**config.mk**
```make
export PLATFORM = sky130hd
export DESIGN_NAME = mult_share_arbiter
export DESIGN_NICKNAME = d
export VERILOG_FILES = /design/src/rtl/mult_share_arbiter.sv
export SDC_FILE = /design/constraint.sdc
export NUM_CORES = 1
export LEC_CHECK = 0
export BUFFER_PORTS_ARGS = -buffer_cell sky130_fd_sc_hd__buf_2
export CAP_MARGIN = 5
export CORE_AREA = 2 2 319 321
export DETAILED_ROUTE_END_ITERATION = 12
export DIE_AREA = 0 0 321 323
export SLEW_MARGIN = 10
export SYNTH_ARGS = -nofsm -noshare
export SYNTH_HDL_FRONTEND = slang
export SYNTH_SLANG_ARGS = --single-unit
```
**constraint.sdc**
```tcl
create_clock -name clk_i -period 3.16 [get_ports clk_i]
set_input_delay 0 -clock clk_i [delete_from_list [all_inputs] [get_ports clk_i]]
set_output_delay 0 -clock clk_i [all_outputs]
set_load 0.1 [all_outputs]
```
**src/rtl/mult_share_arbiter.sv**
```systemverilog
// rtl/mult_share_arbiter.sv - round-robin arbiter sharing one multiplier between requesters
module mult_share_arbiter #(
    parameter int NUM_REQ = 4,
    parameter int WIDTH   = 64,
    parameter int MUL_LAT = 1,
    parameter int CNT_W   = 32
) (
    input  logic                       clk_i,
    input  logic                       rst_ni,
    input  logic [NUM_REQ-1:0]         req_valid_i,
    output logic [NUM_REQ-1:0]         req_ready_o,
    input  logic [NUM_REQ*WIDTH-1:0]   req_a_i,
    input  logic [NUM_REQ*WIDTH-1:0]   req_b_i,
    output logic [NUM_REQ-1:0]         rsp_valid_o,
    input  logic [NUM_REQ-1:0]         rsp_ready_i,
    output logic [WIDTH-1:0]           rsp_result_o,
    output logic [WIDTH-1:0]           mul_a_o,
    output logic [WIDTH-1:0]           mul_b_o,
    input  logic [WIDTH-1:0]           mul_result_i,
    output logic                       busy_o,
    output logic [CNT_W-1:0]           op_count_o
);

    localparam int GW = (NUM_REQ > 1) ? $clog2(NUM_REQ) : 1;
    localparam int LW = (MUL_LAT > 1) ? $clog2(MUL_LAT) : 1;
    localparam logic [LW-1:0] LAT_INIT = LW'(MUL_LAT - 1);
    localparam logic [GW-1:0] LAST_REQ = GW'(NUM_REQ - 1);

    typedef enum logic [1:0] {
        ST_IDLE = 2'd0,
        ST_EXEC = 2'd1,
        ST_RESP = 2'd2
    } state_e;

    state_e               state_q;
    logic [GW-1:0]        rr_ptr_q;
    logic [GW-1:0]        rr_ptr_d;
    logic [GW-1:0]        grant_q;
    logic [GW-1:0]        win_d;
    logic                 win_found_d;
    logic [LW-1:0]        cnt_q;
    logic [WIDTH-1:0]     mul_a_q;
    logic [WIDTH-1:0]     mul_b_q;
    logic [WIDTH-1:0]     rsp_result_q;
    logic [NUM_REQ-1:0]   rsp_valid_q;
    logic                 busy_q;
    logic [CNT_W-1:0]     op_count_q;
    logic [CNT_W-1:0]     op_count_d;

    // Requester index base+off folded back into 0..NUM_REQ-1 (off < NUM_REQ).
    function automatic logic [GW-1:0] wrap_idx(input int s);
        return (s >= NUM_REQ) ? GW'(s - NUM_REQ) : GW'(s);
    endfunction

    // Round-robin search: first valid requester at or after rr_ptr.
    always_comb begin
        win_found_d = 1'b0;
        win_d       = '0;
        for (int k = 0; k < NUM_REQ; k++) begin
            if (!win_found_d && req_valid_i[wrap_idx(int'(rr_ptr_q) + k)]) begin
                win_found_d = 1'b1;
                win_d       = wrap_idx(int'(rr_ptr_q) + k);
            end
        end
    end

    // Accept strobe is only offered while idle and out of reset.
    always_comb begin
        req_ready_o = '0;
        if (rst_ni && (state_q == ST_IDLE) && win_found_d) begin
            req_ready_o[win_d] = 1'b1;
        end
    end

    // Pointer after the current grant and the saturating completion count.
    always_comb begin
        rr_ptr_d   = (grant_q == LAST_REQ) ? '0 : grant_q + GW'(1);
        op_count_d = (&op_count_q) ? op_count_q : op_count_q + CNT_W'(1);
    end

    // Main FSM: accept, wait out multiplier latency, hold the response until taken.
    always_ff @(posedge clk_i or negedge rst_ni) begin
        if (!rst_ni) begin
            state_q      <= ST_IDLE;
            rr_ptr_q     <= '0;
            grant_q      <= '0;
            cnt_q        <= '0;
            mul_a_q      <= '0;
            mul_b_q      <= '0;
            rsp_result_q <= '0;
            rsp_valid_q  <= '0;
            busy_q       <= 1'b0;
            op_count_q   <= '0;
        end else begin
            case (state_q)
                ST_IDLE: begin
                    if (win_found_d) begin
                        mul_a_q <= req_a_i[win_d*WIDTH +: WIDTH];
                        mul_b_q <= req_b_i[win_d*WIDTH +: WIDTH];
                        grant_q <= win_d;
                        cnt_q   <= LAT_INIT;
                        busy_q  <= 1'b1;
                        state_q <= ST_EXEC;
                    end
                end
                ST_EXEC: begin
                    if (cnt_q != '0) begin
                        cnt_q <= cnt_q - LW'(1);
                    end else begin
                        rsp_result_q <= mul_result_i;
                        rsp_valid_q  <= NUM_REQ'(1) << grant_q;
                        state_q      <= ST_RESP;
                    end
                end
                ST_RESP: begin
                    if (rsp_ready_i[grant_q]) begin
                        rsp_valid_q <= '0;
                        busy_q      <= 1'b0;
                        rr_ptr_q    <= rr_ptr_d;
                        op_count_q  <= op_count_d;
                        state_q     <= ST_IDLE;
                    end
                end
                default: begin
                    state_q     <= ST_IDLE;
                    rsp_valid_q <= '0;
                    busy_q      <= 1'b0;
                end
            endcase
        end
    end

    assign mul_a_o      = mul_a_q;
    assign mul_b_o      = mul_b_q;
    assign rsp_result_o = rsp_result_q;
    assign rsp_valid_o  = rsp_valid_q;
    assign busy_o       = busy_q;
    assign op_count_o   = op_count_q;

endmodule

```
# ---- Yosys cells after proc, flatten, opt, wreduce, memory -nomap -nowiden
# Cells that the tools add are included.
dict set report word_totals {
  register_bits 236
  input_bits 586
}
dict set report classes {
  addsub 10
  n_lt_le_gt_ge 11
  eq_ne 6
  shifts 3
  mux 39
  bitwise 4
  reduce_logical 20
}
# operator n
set ops {}
lappend ops {{$shiftx A256 B9 Y64} 2}
lappend ops {{$add A32 B1 Y32 const B} 1}
lappend ops {{$reduce_and A32 Y1} 1}
lappend ops {{$mux W2} 12}
lappend ops {{$lt A2 B3 Y1 const B} 6}
lappend ops {{$mux W1} 14}
lappend ops {{$mux W4} 3}
lappend ops {{$pmux W4 S3} 1}
lappend ops {{$reduce_and A3 Y1} 4}
lappend ops {{$bmux W1 S2} 5}
lappend ops {{$ge A3 B3 Y1 const B} 3}
lappend ops {{$reduce_and A2 Y1} 4}
lappend ops {{$sub A2 B1 Y2 const B} 4}
lappend ops {{$add A2 B2 Y3 const B} 2}
lappend ops {{$logic_and A1 B1 Y1} 6}
lappend ops {{$ne A2 B2 Y1 const B} 3}
lappend ops {{$pmux W2 S3} 1}
lappend ops {{$eq A2 B2 Y1 const B} 2}
lappend ops {{$not A1 Y1} 4}
lappend ops {{$shl A1 B2 Y4 const A} 1}
lappend ops {{$add A2 B1 Y3 const B} 1}
lappend ops {{$ge A2 B3 Y1 const B} 1}
lappend ops {{$logic_not A1 Y1} 3}
lappend ops {{$pmux W1 S3} 1}
lappend ops {{8 further kinds} 8}

# ---- Logic depth before layout (Yosys ltp)
# Gate-level depths: netlist of run 1.
dict set report logic_depth {
  ltp_word 19
  depth_mapped 8
  ltp_nobuf 6
}

# ---- Least setup slack after synthesis of run 1
# No wires, ideal clock.
dict set report synth_path {
  path_type {register to output}
  from {register rr_ptr_q[1]}
  to {output port req_ready_o[0]}
  t_arrival_ps 2997
  required_ps 3160
  setup_slack_ps 163
  path_stages_with_launch 7
  path_cell_list {dfrtp_1 mux2_2 o221ai_1 clkbuf_1 clkbuf_1 nand3_1 nor2_1}
}
dict set report synth_via {
  elab_chain_cells 19
  elab_cells_between_ends 44
  cone_classes {add/sub (7); order compare (6); mux (23); reduce/logical (8)}
}
# item line_no
set synth_rtl {}
lappend synth_rtl {{from (decl)} 36} ;# logic [GW-1:0] rr_ptr_q;
lappend synth_rtl {{from (signal assigned)} 119} ;# rr_ptr_q <= rr_ptr_d;
lappend synth_rtl {{parallel branches: the longest is 18 deep, another holds $add A2 B1 Y3} n/a}
lappend synth_rtl {{$mux W4 (*)} 70} ;# if (rst_ni && (state_q == ST_IDLE) && win_found_d) begin
lappend synth_rtl {{to (decl)} 11} ;# output logic [NUM_REQ-1:0] req_ready_o,
# Mark *: on every way between the ends. The select of a mux whose other input is x is not followed.

# ---- Worst setup path after layout of run 1
dict set report layout_path {
  from {register rr_ptr_q[1]}
  to {register mul_b_q[14], in the netlist mul_b_o[14]}
}
dict set report layout_via {
  elab_chain_cells 15
  elab_cells_between_ends 39
  cone_classes {add/sub (7); order compare (4); shift (1); mux (20); reduce/logical (7)}
}
# item line_no
set layout_rtl {}
lappend layout_rtl {{parallel branches: the longest is 15 deep, another holds $add A2 B1 Y3} n/a}
lappend layout_rtl {{to (signal assigned)} 99} ;# mul_b_q <= req_b_i[win_d*WIDTH +: WIDTH];
lappend layout_rtl {{to (decl)} 43} ;# logic [WIDTH-1:0] mul_b_q;
# Parallel ways; which one is timed is not known. The select of a mux whose other input is x is not followed.
# A chain may end at the register's enable or synchronous reset.

==> results.yml, run 1 <==
setup_path:
  crit_end: "mul_b_o[14]"
  crit_type: "flip-flop to flip-flop"
  worstPathArrival_ps: 3620
  cp-startpoint: "rr_ptr_q[1]"
  r2r_setup_slack_ps: 50
  critical_path.endpoint_type: "flip-flop"
  cp_max_fo: 59
  r2r_start: "rr_ptr_q[1]"
  reg2reg_depth: 8
  reg2reg_to: "mul_b_o[14]"
  start_kind: "flip-flop"
  crit_required_ps: 3660
drt:
  vias_per_cell: 4.15
  vias: 17300
  ant_nets: 0
  met1_length_mm: 32.3
  met2_length_mm: 40.7
  drt_iter0_drc: 1227
  wirelength_mm: 85.7
  wl_met3_mm: 8.13
  drt-wirelength-per-cell_um: 20.6
  top_layer: "met5"
  drc: 0
  detail_route.first_pass.iterations: 5
grt:
  first_global_vias: 17100
  antenna_found_initial: 40
  grt_pass1_wl_mm: 116
  grt.total_usage_pct: 15.3
  grt_max_degree: 117
  gr-total-overflow: 0
power_and_ir_drop:
  power_mw: 28.6
  p_leak_nw: 13.1
  vdd_drop_max_mv: 0.751
  p_per_area_nw_per_um2: 1140
final_layout:
  nets: 3401
  area_delta_synth_final_pct: 101
  nFillCells: 10700
  drive_above_1_share_pct: 35.0
  seq_area_sq_um: 5880
  most-common-layout-cells: "817 x buf_2, 552 x dlygate4sd3_1, 530 x nand2_1"
  multi_input_comb_area_sq_um: 6260
  mostFrequentLayoutCell: "buf_2"
timing:
  fin_setup_tns_ps: 0
  hold_viol: 0
  max_slew_margin_pct: 43.9
  finalSetupViolCount: 0
  post-route-period-util_pct: 98.5
  finClkSkew_ps: 6.64
  rsz0062_at_grt: "no"
  fmax_mhz: 321
  tightest_slew_ps: 841
  drv_slew: 0
  timing.final.crit_period_ps: 3110
floorplanning:
  fp.dieH_um: 323
  fp.coreArea_sq_um: 101000
  row_count: 117
  dieWidth_um: 321
  initial_utilization_pct: 12.4
  dieArea_sq_um: 104000
  io_pins: 819
yosys:
  synthesis.nets: 2076
  netlist_instances: 1485
  ys_seq_elements: 235
  synth_cell_types: 44
  synth-seq-area-share_pct: 47.0
  synthArstFlopShare_pct: 100
  yosys_warnings: 0
  synth_area_sq_um: 12500
  synth_edf_count: 0
  syn_area_per_cell_sq_um: 8.42
  synth_ff_type: "dfrtp_1"
placed_design:
  gp_congestion: 0.852
  dp_hpwl_mm: 62.5
  io_buffers: 818
min_path:
  hold_path_class: "input pin to async pin"
cts:
  cts_buffers: 31
  h-tree-depth: 1
  cts.sinks: 235
  clkTransAtPathRegs_ps: 70
  cts_root_buf: "clkbuf_16"
  cts_tree: "done"
  clockBufferDepth: 3
  clk_latency_ps: 620
outcome:
  status: "finished, final reports clean"
job:
  maxCapViolCount: 0
synthesized netlist by cell type, drive strengths merged (2+ instances only):
| cell | number | area share, % |
|---|---|---|
| a21oi | 259 | 10 |
| dfrtp | 235 | 47 |
| or4 | 2 | 0.18 |
| and2 | 2 | 0.10 |
| mux2 | 66 | 5.9 |
| o21ai | 4 | 0.16 |
| buf | 13 | 0.39 |
| nor2b | 2 | 0.10 |
| nor2 | 15 | 0.45 |
| ha | 5 | 0.50 |
| or2 | 2 | 0.10 |
| nand2b | 2 | 0.10 |
| xnor2 | 10 | 0.70 |
| inv | 9 | 0.27 |
| nor3 | 16 | 0.64 |
| and3 | 7 | 0.35 |
| a22o | 4 | 0.28 |
| a211o | 128 | 9.0 |
| xor2 | 17 | 1.2 |
| nand4 | 10 | 0.62 |
| nand2 | 531 | 16 |
| clkbuf | 99 | 3.0 |
| nand3 | 19 | 0.76 |
| or3 | 4 | 0.21 |
| nor4 | 7 | 0.35 |
layer usage:
layer | global-route usage, % | up-vias
met1 | 17.3 | 8234
li1 | - | 7786
met3 | 5.18 | 239
met4 | 6.76 | 32
met2 | 26.1 | 969
met5 | 0 | -
report_power, final:
group / switching [mW] / total, mW / leakage [nW] / internal, mW
combinational: 14.5 / 19.3 / 9.61 / 4.78
sequential: 0.822 / 5.17 / 2.91 / 4.35
clock: 1.56 / 4.17 / 0.582 / 2.61
worst min path at each step:
stage / from / endpoint / slack (ps)
3_5_place_dp: rst_ni / rsp_result_o[51] / -160
4_1_cts: rsp_ready_i[3] / rsp_valid_o[1] / 50
3_3_place_gp: rst_ni / rsp_result_o[51] / -160
2_1_floorplan: rst_ni / busy_o / -300
5_1_grt: rsp_ready_i[3] / rsp_valid_o[0] / 110
6_report: rst_ni / rsp_result_o[7] / 70
stage by stage:
stage	util (%)	setup slack [ps]	cells	cell area, sq um	hold slack (ps)
final	24.9	46.9	4157	25100	72.5
after global routing	24.9	8.91	4153	25100	106
after CTS	24.8	13.6	4138	25000	53.7
after detailed placement	18.2	533	3530	18300	-159
after global placement	18.2	611	3530	18300	-158
after floorplan	-	163	1485	12500	-296
cell type report:
class,instances,share of cell area [%]
flip-flops and latches,235,23.4
repair buffers,1403,40.1
clock buffers,40,3.50
diodes,15,0.150
clock inverters,16,1.22
inverters,9,0.135
multi-input cells,1130,25.0
well taps,1309,6.52
cells by family after synthesis:
logic type,share of synthesized area [%]
AND/OR/NAND/NOR,20.3
AO/OA/AOI/OAI,20.4
flip-flops,47.0
buffers and inverters,3.63
multiplexers,6.20
XOR/XNOR,1.89
adder cells (fa/ha/maj),0.500
registers in the layout (all words and copies together), names as in the netlist, 2 cells and up:
register      cells
grant_q           2
mul_a_o          64
mul_b_o          64
op_count_o       32
rr_ptr_q          2
rsp_result_o     64
rsp_valid_o       4
state_q           2
repair_timing:
| item | in CTS | in global routing |
|---|---|---|
| hold endpoints to repair | 429 | 0 |
| gates resized for setup | 0 | 8 |
| setup buffers | 0 | 3 |
| setup endpoints to repair | 0 | 83 |
| hold buffers | 552 | 0 |
worst max-delay path, stage by stage, from the launching register on:
cell,delay [ps]
dfrtp_2,440
mux2_2,390
o221a_4,310
buf_12,190
nand2_2,140
a21oi_1,70
dlygate4sd3_1,560
a211o_1,260
dlygate4sd3_1,550
(Power assumes the default switching activity.)
==> run 2, diff against run 1 <==
--- a/config.mk
+++ b/config.mk
@@ -7,9 +7,9 @@
 export LEC_CHECK = 0
 export BUFFER_PORTS_ARGS = -buffer_cell sky130_fd_sc_hd__buf_2
 export CAP_MARGIN = 5
-export CORE_AREA = 2 2 319 321
+export CORE_AREA = 2 2 315 317
 export DETAILED_ROUTE_END_ITERATION = 12
-export DIE_AREA = 0 0 321 323
+export DIE_AREA = 0 0 317 319
 export SLEW_MARGIN = 10
 export SYNTH_ARGS = -nofsm -noshare
 export SYNTH_HDL_FRONTEND = slang
==> run 2 against run 1 <==
Against the previous run:
- worst hold slack worse by 46 ps
- utilization is 0.99 points higher
- highest routed layer unchanged
- clock power is 6.0% lower
- die area is 2.5% lower
- count of clock-buffer cells in the layout increased by 9
- setup slack improved by 15 ps
- power is 1.3% lower
- global-route usage increased by 0.11 points
- combinational power barely moved
- sequential share of layout area shrank 0.20 points
==> results.yml, run 2 (synthesized netlist as in run 1, its figures left out) <==
cts:
  cts_tree: "done"
  clkTransAtPathRegs_ps: 60
  clockBufferDepth: 3
  h-tree-depth: 2
  clk_latency_ps: 560
  cts_root_buf: "clkbuf_16"
  cts.sinks: 235
  cts_buffers: 34
floorplanning:
  fp.dieH_um: 319
  initial_utilization_pct: 12.8
  fp.coreArea_sq_um: 97700
  dieWidth_um: 317
  row_count: 115
  dieArea_sq_um: 101000
  io_pins: 819
final_layout:
  utilization_pct: 25.9
  most-common-layout-cells: "817 x buf_2, 574 x dlygate4sd3_1, 531 x nand2_1"
  drive_above_1_share_pct: 34.9
  design_area_sq_um: 25300
  nFillCells: 10300
  nets: 3444
  mostFrequentLayoutCell: "buf_2"
  area_delta_synth_final_pct: 103
timing:
  timing.final.crit_period_ps: 3100
  max_slew_margin_pct: 47.9
  rsz0062_at_grt: "yes"
  finalSetupViolCount: 0
  post-route-period-util_pct: 98.0
  hold_viol: 0
  drv_slew: 0
  finClkSkew_ps: 12.7
  fin_setup_tns_ps: 0
  tightest_slew_ps: 782
  fmax_mhz: 323
grt:
  gr-total-overflow: 0
  grt.total_usage_pct: 15.4
  antenna_found_initial: 35
  grt_pass1_wl_mm: 115
  grt_max_degree: 96
  first_global_vias: 17600
drt:
  drt_iter0_drc: 1166
  drc: 0
  ant_nets: 0
  detail_route.first_pass.iterations: 7
  vias_per_cell: 4.16
  vias: 17400
  wirelength_mm: 82.3
  drt-wirelength-per-cell_um: 19.7
power_and_ir_drop:
  p_per_area_nw_per_um2: 1120
  vdd_drop_max_mv: 0.654
  p_leak_nw: 13.4
setup_path:
  reg2reg_depth: 8
  critical_path.endpoint_type: "flip-flop"
  start_kind: "flip-flop"
  crit_type: "flip-flop to flip-flop"
  crit_required_ps: 3590
  worstPathArrival_ps: 3530
  r2r_start: "rr_ptr_q[1]"
  reg2reg_to: "mul_a_o[31]"
  r2r_setup_slack_ps: 60
  cp_max_fo: 71
placed_design:
  dp_hpwl_mm: 59.8
  io_buffers: 818
  gp_congestion: 0.896
  placed_area_sq_um: 18300
outcome:
  status: "finished, final reports clean"
min_path:
  hold_path_class: "input pin to flip-flop"
  whs_endpoint: "mul_b_o[9]"
  worstHoldStart: "req_b_i[9]"
  hold_path_depth: 5
job:
  maxCapViolCount: 0
run 2: cell count changes in the layout (fill, tap and decap cells not counted), sizes merged:
cell and delta:
or3 -1, buf +18, clkbuf +10, clkinv +1
clkinvlp -1, diode -1, bufinv -6, dlygate4sd3 +22
inv +1
run 2: metrics by stage:
step	cells	total power [mW]	setup slack (ps)	hold slack, ps
floorplan	1485	18.2	163	-296
CTS	4159	28.3	40.9	4.38
global placement	3524	22.6	726	-7.78
detailed placement	3524	22.8	746	-7.53
finish	4178	28.3	61.8	26.8
global route	4174	29.5	-13.5	41.9
run 2: what timing repair did:
action	in CTS	in global routing
gates resized for setup	0	2
hold buffers	575	0
endpoints found under the setup margin	0	4
setup buffers	0	4
endpoints found under the hold margin	344	0
run 2: worst max-delay path by stage:
| stage | startpoint | to | slack [ps] | cells after the start |
|---|---|---|---|---|
| final | rr_ptr_q[1] | mul_a_o[31] | 60 | 8 |
| after CTS | rr_ptr_q[1] | mul_b_o[25] | 40 | 9 |
| after global routing | rr_ptr_q[0] | mul_a_o[31] | -10 | 7 |
| after detailed placement | rr_ptr_q[1] | mul_a_o[27] | 750 | 7 |
| after global placement | grant_q[0] | op_count_o[19] | 730 | 5 |
| after floorplan | rr_ptr_q[1] | req_ready_o[0] | 160 | 6 |
run 2: per-layer routing:
metal	up-vias	part of all wire (%)	global-route usage [%]
met3	195	9.5	5.20
li1	7873	-	-
met5	-	0.22	0
met2	972	49	27.1
met1	8305	38	17.0
met4	30	3.8	5.44
run 2: worst max-delay path: stages, from the launching register on:
cell,delay [ps]
dfrtp_1,420
mux2_2,400
o221a_4,320
buf_12,180
nand2_1,140
a21oi_1,60
dlygate4sd3_1,570
a211o_1,230
dlygate4sd3_1,560
run 2: cell type report:
| cell class | instances | area (sq um) | share of cell area [%] |
|---|---|---|---|
| diodes | 14 | 35.0 | 0.138 |
| flip-flops and latches | 235 | 5880 | 23.2 |
| inverters | 9 | 33.8 | 0.133 |
| clock buffers | 49 | 988 | 3.90 |
| clock inverters | 11 | 128 | 0.504 |
| multi-input cells | 1129 | 6220 | 24.6 |
| repair buffers | 1444 | 10400 | 41.2 |
| well taps | 1287 | 1610 | 6.36 |
run 2: report_power, final:
part | switching (mW) | total [mW] | internal, mW | leakage [nW]
Sequential | 0.838 | 5.19 | 4.35 | 2.91
Clock | 1.57 | 3.92 | 2.35 | 0.554
Combinational | 14.4 | 19.2 | 4.80 | 9.89
Total | 16.8 | 28.3 | 11.5 | 13.4
